## config.mk

```make
export PLATFORM = sky130hd
export DESIGN_NAME = axis_loopback_sequencer
export DESIGN_NICKNAME = d
export VERILOG_FILES = /design/src/rtl/axis_loopback_sequencer.sv
export SDC_FILE = /design/constraint.sdc
export NUM_CORES = 1
export LEC_CHECK = 0
export ABC_AREA = 1
export ABC_CLOCK_PERIOD_IN_PS = 4000
export CORE_UTILIZATION = 40
export CTS_CLUSTER_SIZE = 30
export DETAILED_ROUTE_END_ITERATION = 10
export GPL_TIMING_DRIVEN = 0
export PLACE_DENSITY_LB_ADDON = 0.08
export RECOVER_POWER = 25
export SLEW_MARGIN = 20
export SYNTH_ARGS = -nofsm -noshare
export SYNTH_HDL_FRONTEND = slang
export SYNTH_SLANG_ARGS = --single-unit
```

## constraint.sdc

```tcl
create_clock -name init_clk -period 4 [get_ports init_clk]
set_input_delay 0.4 -clock init_clk [delete_from_list [all_inputs] [get_ports init_clk]]
set_output_delay 0.4 -clock init_clk [all_outputs]
set_load 0.02 [all_outputs]
```

## src/rtl/axis_loopback_sequencer.sv

```systemverilog
// AXI-Stream loopback sequencer: emits a NUM_BEATS incrementing packet on the master
// port, then drains it from the slave port and checks every beat against the pattern.
module axis_loopback_sequencer #(
  parameter int                    DATA_WIDTH     = 32,
  parameter int                    NUM_BEATS      = 16,
  parameter logic [DATA_WIDTH-1:0] SEED           = '0,
  parameter int                    TIMEOUT_CYCLES = 256,
  parameter int                    ERR_WIDTH      = 8
) (
  input  logic                  init_clk,
  input  logic                  s_axis_aresetn,
  input  logic                  start_write,
  input  logic                  start_read,
  output logic [DATA_WIDTH-1:0] m_axis_tdata,
  output logic                  m_axis_tvalid,
  input  logic                  m_axis_tready,
  output logic                  m_axis_tlast,
  input  logic [DATA_WIDTH-1:0] s_axis_tdata,
  input  logic                  s_axis_tvalid,
  output logic                  s_axis_tready,
  input  logic                  s_axis_tlast,
  output logic                  busy,
  output logic                  wr_done,
  output logic                  rd_done,
  output logic                  pass,
  output logic                  timeout,
  output logic [ERR_WIDTH-1:0]  err_count
);

  localparam int                   CW       = $clog2(NUM_BEATS + 1);
  localparam int                   TW       = $clog2(TIMEOUT_CYCLES + 1);
  localparam logic [CW-1:0]        LAST_IDX = CW'(NUM_BEATS - 1);
  localparam logic [TW-1:0]        TO_LAST  = TW'(TIMEOUT_CYCLES - 1);
  localparam logic [ERR_WIDTH-1:0] ERR_MAX  = '1;

  typedef enum logic [2:0] {IDLE, WRITE, WAIT_RD, READ, DONE} state_t;

  state_t                state;
  logic                  start_write_q;
  logic                  start_read_q;
  logic                  armed;
  logic                  write_rise;
  logic                  read_rise;
  logic [CW-1:0]         beat_cnt;
  logic [TW-1:0]         idle_cnt;
  logic                  rd_accept;
  logic                  rd_last_expected;
  logic [DATA_WIDTH-1:0] rd_expected;
  logic [1:0]            err_inc;
  logic [ERR_WIDTH:0]    err_sum;
  logic [ERR_WIDTH-1:0]  err_next;

  // armed stays low for the first cycle out of reset so a start level held through reset is not an edge
  assign write_rise = armed & start_write & ~start_write_q;
  assign read_rise  = armed & start_read & ~start_read_q;

  assign busy = (state == WRITE) || (state == READ);
  assign pass = rd_done & (err_count == '0) & ~timeout;

  always_comb begin
    rd_accept        = s_axis_tvalid & s_axis_tready;
    rd_expected      = SEED + DATA_WIDTH'(beat_cnt);
    rd_last_expected = (beat_cnt == LAST_IDX);
    err_inc          = 2'(s_axis_tdata != rd_expected) + 2'(s_axis_tlast != rd_last_expected);
    err_sum          = {1'b0, err_count} + (ERR_WIDTH + 1)'(err_inc);
    err_next         = (err_sum > {1'b0, ERR_MAX}) ? ERR_MAX : err_sum[ERR_WIDTH-1:0];
  end

  always_ff @(posedge init_clk) begin
    if (!s_axis_aresetn) begin
      state         <= IDLE;
      start_write_q <= 1'b0;
      start_read_q  <= 1'b0;
      armed         <= 1'b0;
      beat_cnt      <= '0;
      idle_cnt      <= '0;
      m_axis_tdata  <= '0;
      m_axis_tvalid <= 1'b0;
      m_axis_tlast  <= 1'b0;
      s_axis_tready <= 1'b0;
      wr_done       <= 1'b0;
      rd_done       <= 1'b0;
      timeout       <= 1'b0;
      err_count     <= '0;
    end else begin
      armed         <= 1'b1;
      start_write_q <= start_write;
      start_read_q  <= start_read;
      if (write_rise && (state == IDLE || state == WAIT_RD || state == DONE)) begin
        state         <= WRITE;
        beat_cnt      <= '0;
        m_axis_tvalid <= 1'b0;
        m_axis_tlast  <= 1'b0;
        wr_done       <= 1'b0;
        rd_done       <= 1'b0;
        timeout       <= 1'b0;
        err_count     <= '0;
      end else begin
        case (state)
          IDLE, DONE: ;
          WAIT_RD: begin
            if (read_rise) begin
              state         <= READ;
              s_axis_tready <= 1'b1;
              beat_cnt      <= '0;
              idle_cnt      <= '0;
            end
          end
          WRITE: begin
            // beat_cnt indexes the beat currently presented on the master port
            if (!m_axis_tvalid) begin
              m_axis_tvalid <= 1'b1;
              m_axis_tdata  <= SEED + DATA_WIDTH'(beat_cnt);
              m_axis_tlast  <= (beat_cnt == LAST_IDX);
            end else if (m_axis_tready) begin
              if (m_axis_tlast) begin
                m_axis_tvalid <= 1'b0;
                m_axis_tlast  <= 1'b0;
                wr_done       <= 1'b1;
                state         <= WAIT_RD;
              end else begin
                beat_cnt     <= beat_cnt + 1'b1;
                m_axis_tdata <= m_axis_tdata + 1'b1;
                m_axis_tlast <= ((beat_cnt + 1'b1) == LAST_IDX);
              end
            end
          end
          READ: begin
            if (rd_accept) begin
              err_count <= err_next;
              beat_cnt  <= beat_cnt + 1'b1;
              idle_cnt  <= '0;
              if (s_axis_tlast || rd_last_expected) begin
                state         <= DONE;
                s_axis_tready <= 1'b0;
                rd_done       <= 1'b1;
              end
            end else if (idle_cnt == TO_LAST) begin
              state         <= DONE;
              s_axis_tready <= 1'b0;
              rd_done       <= 1'b1;
              timeout       <= 1'b1;
            end else begin
              idle_cnt <= idle_cnt + 1'b1;
            end
          end
          default: state <= IDLE;
        endcase
      end
    end
  end

endmodule

```

---- Word-level counts from Yosys, hierarchy flattened ----
Cells that the tools add are included.
storage, ports and cells
  bits of input ports ..................... 39
  flip-flop bits (word level) ............. 66
  output and inout port bits .............. 48
cells by class
  eq/ne operators ......................... 28
  mux-type cells .......................... 38
  reductions and logical operators ........ 23
  bitwise operators ....................... 14
  magnitude comparators ................... 1
  add/sub/neg operators ................... 5
operator list
  cell                   number
  $mux 32                3
  $add 32x1->32 const B  1
  $ne 32x5->1            1
  $mux 9                 3
  $mux 5                 5
  $mux 3                 7
  $ne 3x2->1 const B     6
  $pmux 9 s2             1
  $ne 2x2->1 const B     8
  $mux 1                 15
  $pmux 5 s3             1
  $reduce_and 7->1       2
  $pmux 3 s4             1
  $reduce_and 4->1       3
  $eq 5x4->1 const B     2
  $add 8x2->9            1
  $add 9x1->9 const B    1
  $eq 9x8->1 const B     1
  $gt 9x8->1 const B     1
  $logic_not 8->1        1
  $mux 8                 1
  $ne 4x2->1 const B     2
  $and 1x1->1            7
  $not 1->1              7
  other kinds (19)       28

---- Depth between registers and ports, before layout ----
  depth after elaboration ................. 6
  gate-level depth with buffers ........... 15

---- Worst setup path after synthesis ----
OpenSTA, ideal clock, no wires.
  kind .................................... reg2reg
  start point ............................. register beat_cnt[1]
  end point ............................... register err_count[0]
  period minus slack after synthesis ...... 2.450 ns
  data arrival time ....................... 2.333 ns
  library setup time ...................... 0.117 ns
  required time ........................... 3.883 ns
  cell stages (with the launch flop) ...... 14
  slack ................................... 1.550 ns
  cell sequence ........................... dfxtp_1 -> ha_1 -> nand2_1 -> nor2_1 -> ha_1 -> inv_1 -> ha_1 -> fa_1 -> ha_1 -> nand2_1 -> nor3_1 -> or2_2 -> nor2_1 -> nor2_1
between the ends
  longest elaborated chain between the ends .. 6
RTL lines
  element                   line  RTL
  start: declaration        44    logic [CW-1:0] beat_cnt;
  start signal: assignment  122   beat_cnt <= beat_cnt + 1'b1;
  start signal: assignment  131   beat_cnt <= beat_cnt + 1'b1;
  $eq 5x4->1                63    rd_last_expected = (beat_cnt == LAST_IDX);
  $ne 1x1->1                64    err_inc = 2'(s_axis_tdata != rd_expected) + 2'(s_axis_tlast != rd_last_expected);
  $add 1x1->2 *             64
  $add 8x2->9 *             65    err_sum = {1'b0, err_count} + (ERR_WIDTH + 1)'(err_inc);
  $gt 9x8->1                66    err_next = (err_sum > {1'b0, ERR_MAX}) ? ERR_MAX : err_sum[ERR_WIDTH-1:0];
  $mux 8 *                  66
  end signal: assignment    130   err_count <= err_next;
  end: declaration          27    output logic [ERR_WIDTH-1:0] err_count
Mark *: on every way between the ends. The rest lies on a longest branch, timed or not.
A chain may end at the register's enable or synchronous reset.

---- Worst setup path in the final report ----
Ends and elaborated chain as after synthesis.

==> metrics.csv <==
metric;value;unit
fin area;0.00476;sq mm
Yosys cell types;36;
fin cells;756;
clk slew on worst S/H paths;0.07;ns
Max clock buf depth;2;
max_slew headroom;0.468;
Sw Ratio;0.239;
synthesized area;0.00359;sq mm
commonest non-fill, non-tap cell in the layout;nand2_1;
fin crit period;2.77;ns
total number of H-tree levels;3;
CP startpoint kind;flop;
post_cts resized;0;
hold-fix buffers at CTS;0;
switching pwr;309;uW
Inst Count DP;740;
Syn Nets;594;
Area Growth Syn to Fin;32.5;%
Overall Global Routing Usage;0.196;
final layout net count;691;
combinational power share;0.071;
Critical Path AT;3.00;ns
internal power;984;uW
CP Max Fanout;6;
r2r setup slk;1.23;ns
Fin. Hold Viols;0;
RR Endpoint;err_count[0];
maxcap violations;0;
actual slew at the worst max-slew pin;0.792;ns
largest net degree at the start of global routing;12;
I/O pin count;87;
required time worst endpoint;4.23;ns
CTS tree;yes;
fmax;361;MHz
Sequential Power Share;0.513;
final setup skew;0.00850;ns
die area;0.00936;sq mm
first-pass GRT wire length;15200;microns
HPWL after DPL;6880;microns
number of global-route vias before repair;3325;
worst hold path class;reg -> reg;
Mapped Cells;546;
leakage;1.88;nW
initial antenna violation count;0;
# clock sinks;66;
DR iter-0 viols;132;
Inserted Clock Buffers;9;
Core Area;0.00872;sq mm
Syn Area/Cell;6.58;sq um
initial core utilization;0.412;
Synth Register Bits;66;
placed standard-cell area;0.00459;sq mm
GR Overflow Total;0;
min-delay src;wr_done;
Setup CP Type;reg -> reg;
reg2reg path depth;13;
Remaining DRCs;0;
Hold Crit Depth;2;
status;complete, no violations;
Worst VDD drop;183;uV
Worst-Skew Late Latency;0.34;ns
YS warnings;0;
Avg WL per Cell;11.6;microns
setup_tns;0;ns
Crit. End Element;flop;
register area share after synthesis;0.368;
vias post-DR;3744;
Die X;96.8;microns
P per Cell Area;272;mW/mm^2
final WL;8770;microns
most frequent cells in the layout;nand2_1 (116), nor2_1 (92), inv_1 (72);
RSZ-0062 raised after global routing;no;
Hold Path End;wr_done;
Antenna diodes;0;
drt first pass iters;5;
Post-CTS Setup Inserts;0;
post-route ant nets;0;
share of cells above drive strength 1;0.0525;
via/cell ratio;4.95;
Port Buffers;86;
crit share post-route;0.693;
num rows;34;
Final setup viols;0;
CTS Root Cell;clkbuf_8;
chip height;96.8;microns
launch point of the worst reg-to-reg path;beat_cnt[1];
fin. max-slew vios;0;
clock network power share;0.416;
routability-driven placement congestion ratio;0.862;
[synth_stat cells]
master | instances | share of area
nand2_1 | 116 | 0.12
nor2_1 | 91 | 0.095
inv_1 | 71 | 0.074
dfxtp_1 | 66 | 0.37
nand3_1 | 38 | 0.053
a21oi_1 | 37 | 0.052
o21ai_0 | 22 | 0.031
nor3_1 | 15 | 0.021
nand4_1 | 11 | 0.019
nor4_1 | 9 | 0.016
ha_1 | 8 | 0.028
o21ai_1 | 7 | 0.0098
a31oi_1 | 6 | 0.010
xnor2_1 | 6 | 0.015
buf_2 | 5 | 0.0070
xor2_1 | 5 | 0.012
inv_2 | 4 | 0.0042
nor2_2 | 4 | 0.0070
clkbuf_1 | 3 | 0.0031
o21bai_1 | 3 | 0.0063
a211oi_1 | 2 | 0.0042
and3_1 | 2 | 0.0035
nor2_4 | 2 | 0.0063
a21oi_2 | 1 | 0.0024
buf_4 | 1 | 0.0021
clkinv_1 | 1 | 0.0010
fa_1 | 1 | 0.0056
nand2_2 | 1 | 0.0017
nand3_2 | 1 | 0.0028
nand3_4 | 1 | 0.0049
nor3_4 | 1 | 0.0045
o211ai_1 | 1 | 0.0021
o21a_1 | 1 | 0.0021
or2_0 | 1 | 0.0017
or2_1 | 1 | 0.0017
or2_2 | 1 | 0.0017
[cell type report]
cell class | count | area (sq um)
clock buffers | 12 | 165
multi-input cells | 395 | 1930
plain buffers | 9 | 40.0
repair buffers | 86 | 861
inverters | 76 | 285
well taps | 108 | 135
clock inverters | 4 | 25.0
flip-flops and latches | 66 | 1320
fillers | 861 | 3960
[worst max-delay path by stage]
stage | to | slack [ns] | startpoint
floorplan | err_count[0] | 1.55 | beat_cnt[1]
global placement | err_count[1] | 1.13 | s_axis_tdata[5]
detailed placement | err_count[0] | 1.09 | s_axis_tdata[5]
CTS | err_count[1] | 1.23 | beat_cnt[1]
global route | err_count[5] | 0.96 | beat_cnt[0]
finish | err_count[0] | 1.23 | beat_cnt[1]
[metrics by stage]
stage / setup WS (ns) / power (mW) / hold slack, ns / util
after floorplan: 1.55 / 0.718 / 0.428 / -
after global placement: 1.13 / 0.771 / 0.456 / 0.526
after detailed placement: 1.09 / 0.772 / 0.459 / 0.526
after CTS: 1.23 / 1.31 / 0.477 / 0.548
after global routing: 0.957 / 1.35 / 0.501 / 0.546
final: 1.23 / 1.29 / 0.475 / 0.546
[logic make-up (layout without fill, tap and decap cells)]
logic type,Yosys count,count (layout),share of synthesized area
flops,66,66,0.368
buf+inv,85,187,0.0916
fa+ha+maj,9,9,0.0334
simple gates,295,295,0.361
compound gates,80,80,0.119
xor+xnor,11,11,0.0268
[power groups by stage]
stage	clock (mW)	sequential [mW]	combinational, mW
after global placement	0	0.679	0.0924
after floorplan	0	0.681	0.0373
final	0.537	0.664	0.0921
after global routing	0.584	0.664	0.101
after CTS	0.553	0.664	0.0936
after detailed placement	0	0.679	0.0932
[critical path, cell delays in order (launching register included)]
cell	delay, ns
dfxtp_1	0.45
ha_1	0.23
nand2_1	0.06
nor2_1	0.11
ha_1	0.20
inv_1	0.06
ha_1	0.29
fa_1	0.39
ha_1	0.21
nand2_1	0.13
nor3_1	0.08
or2_2	0.29
nor2_1	0.10
nor2_1	0.05
[metal layers]
metal,up-vias,share of wire,global-route usage
met1,1694,0.50,0.271
met5,-,0,0
met3,6,0.043,0.0470
li1,1962,-,-
met4,0,0.0046,0.0586
met2,82,0.45,0.303
[sequential cells by signal (all words and copies together), names as in the netlist, 3 cells and up]
name,flops
beat_cnt,5
m_axis_tdata,32
state,3
err_count,8
idle_cnt,9
(Power assumes the default switching activity.)
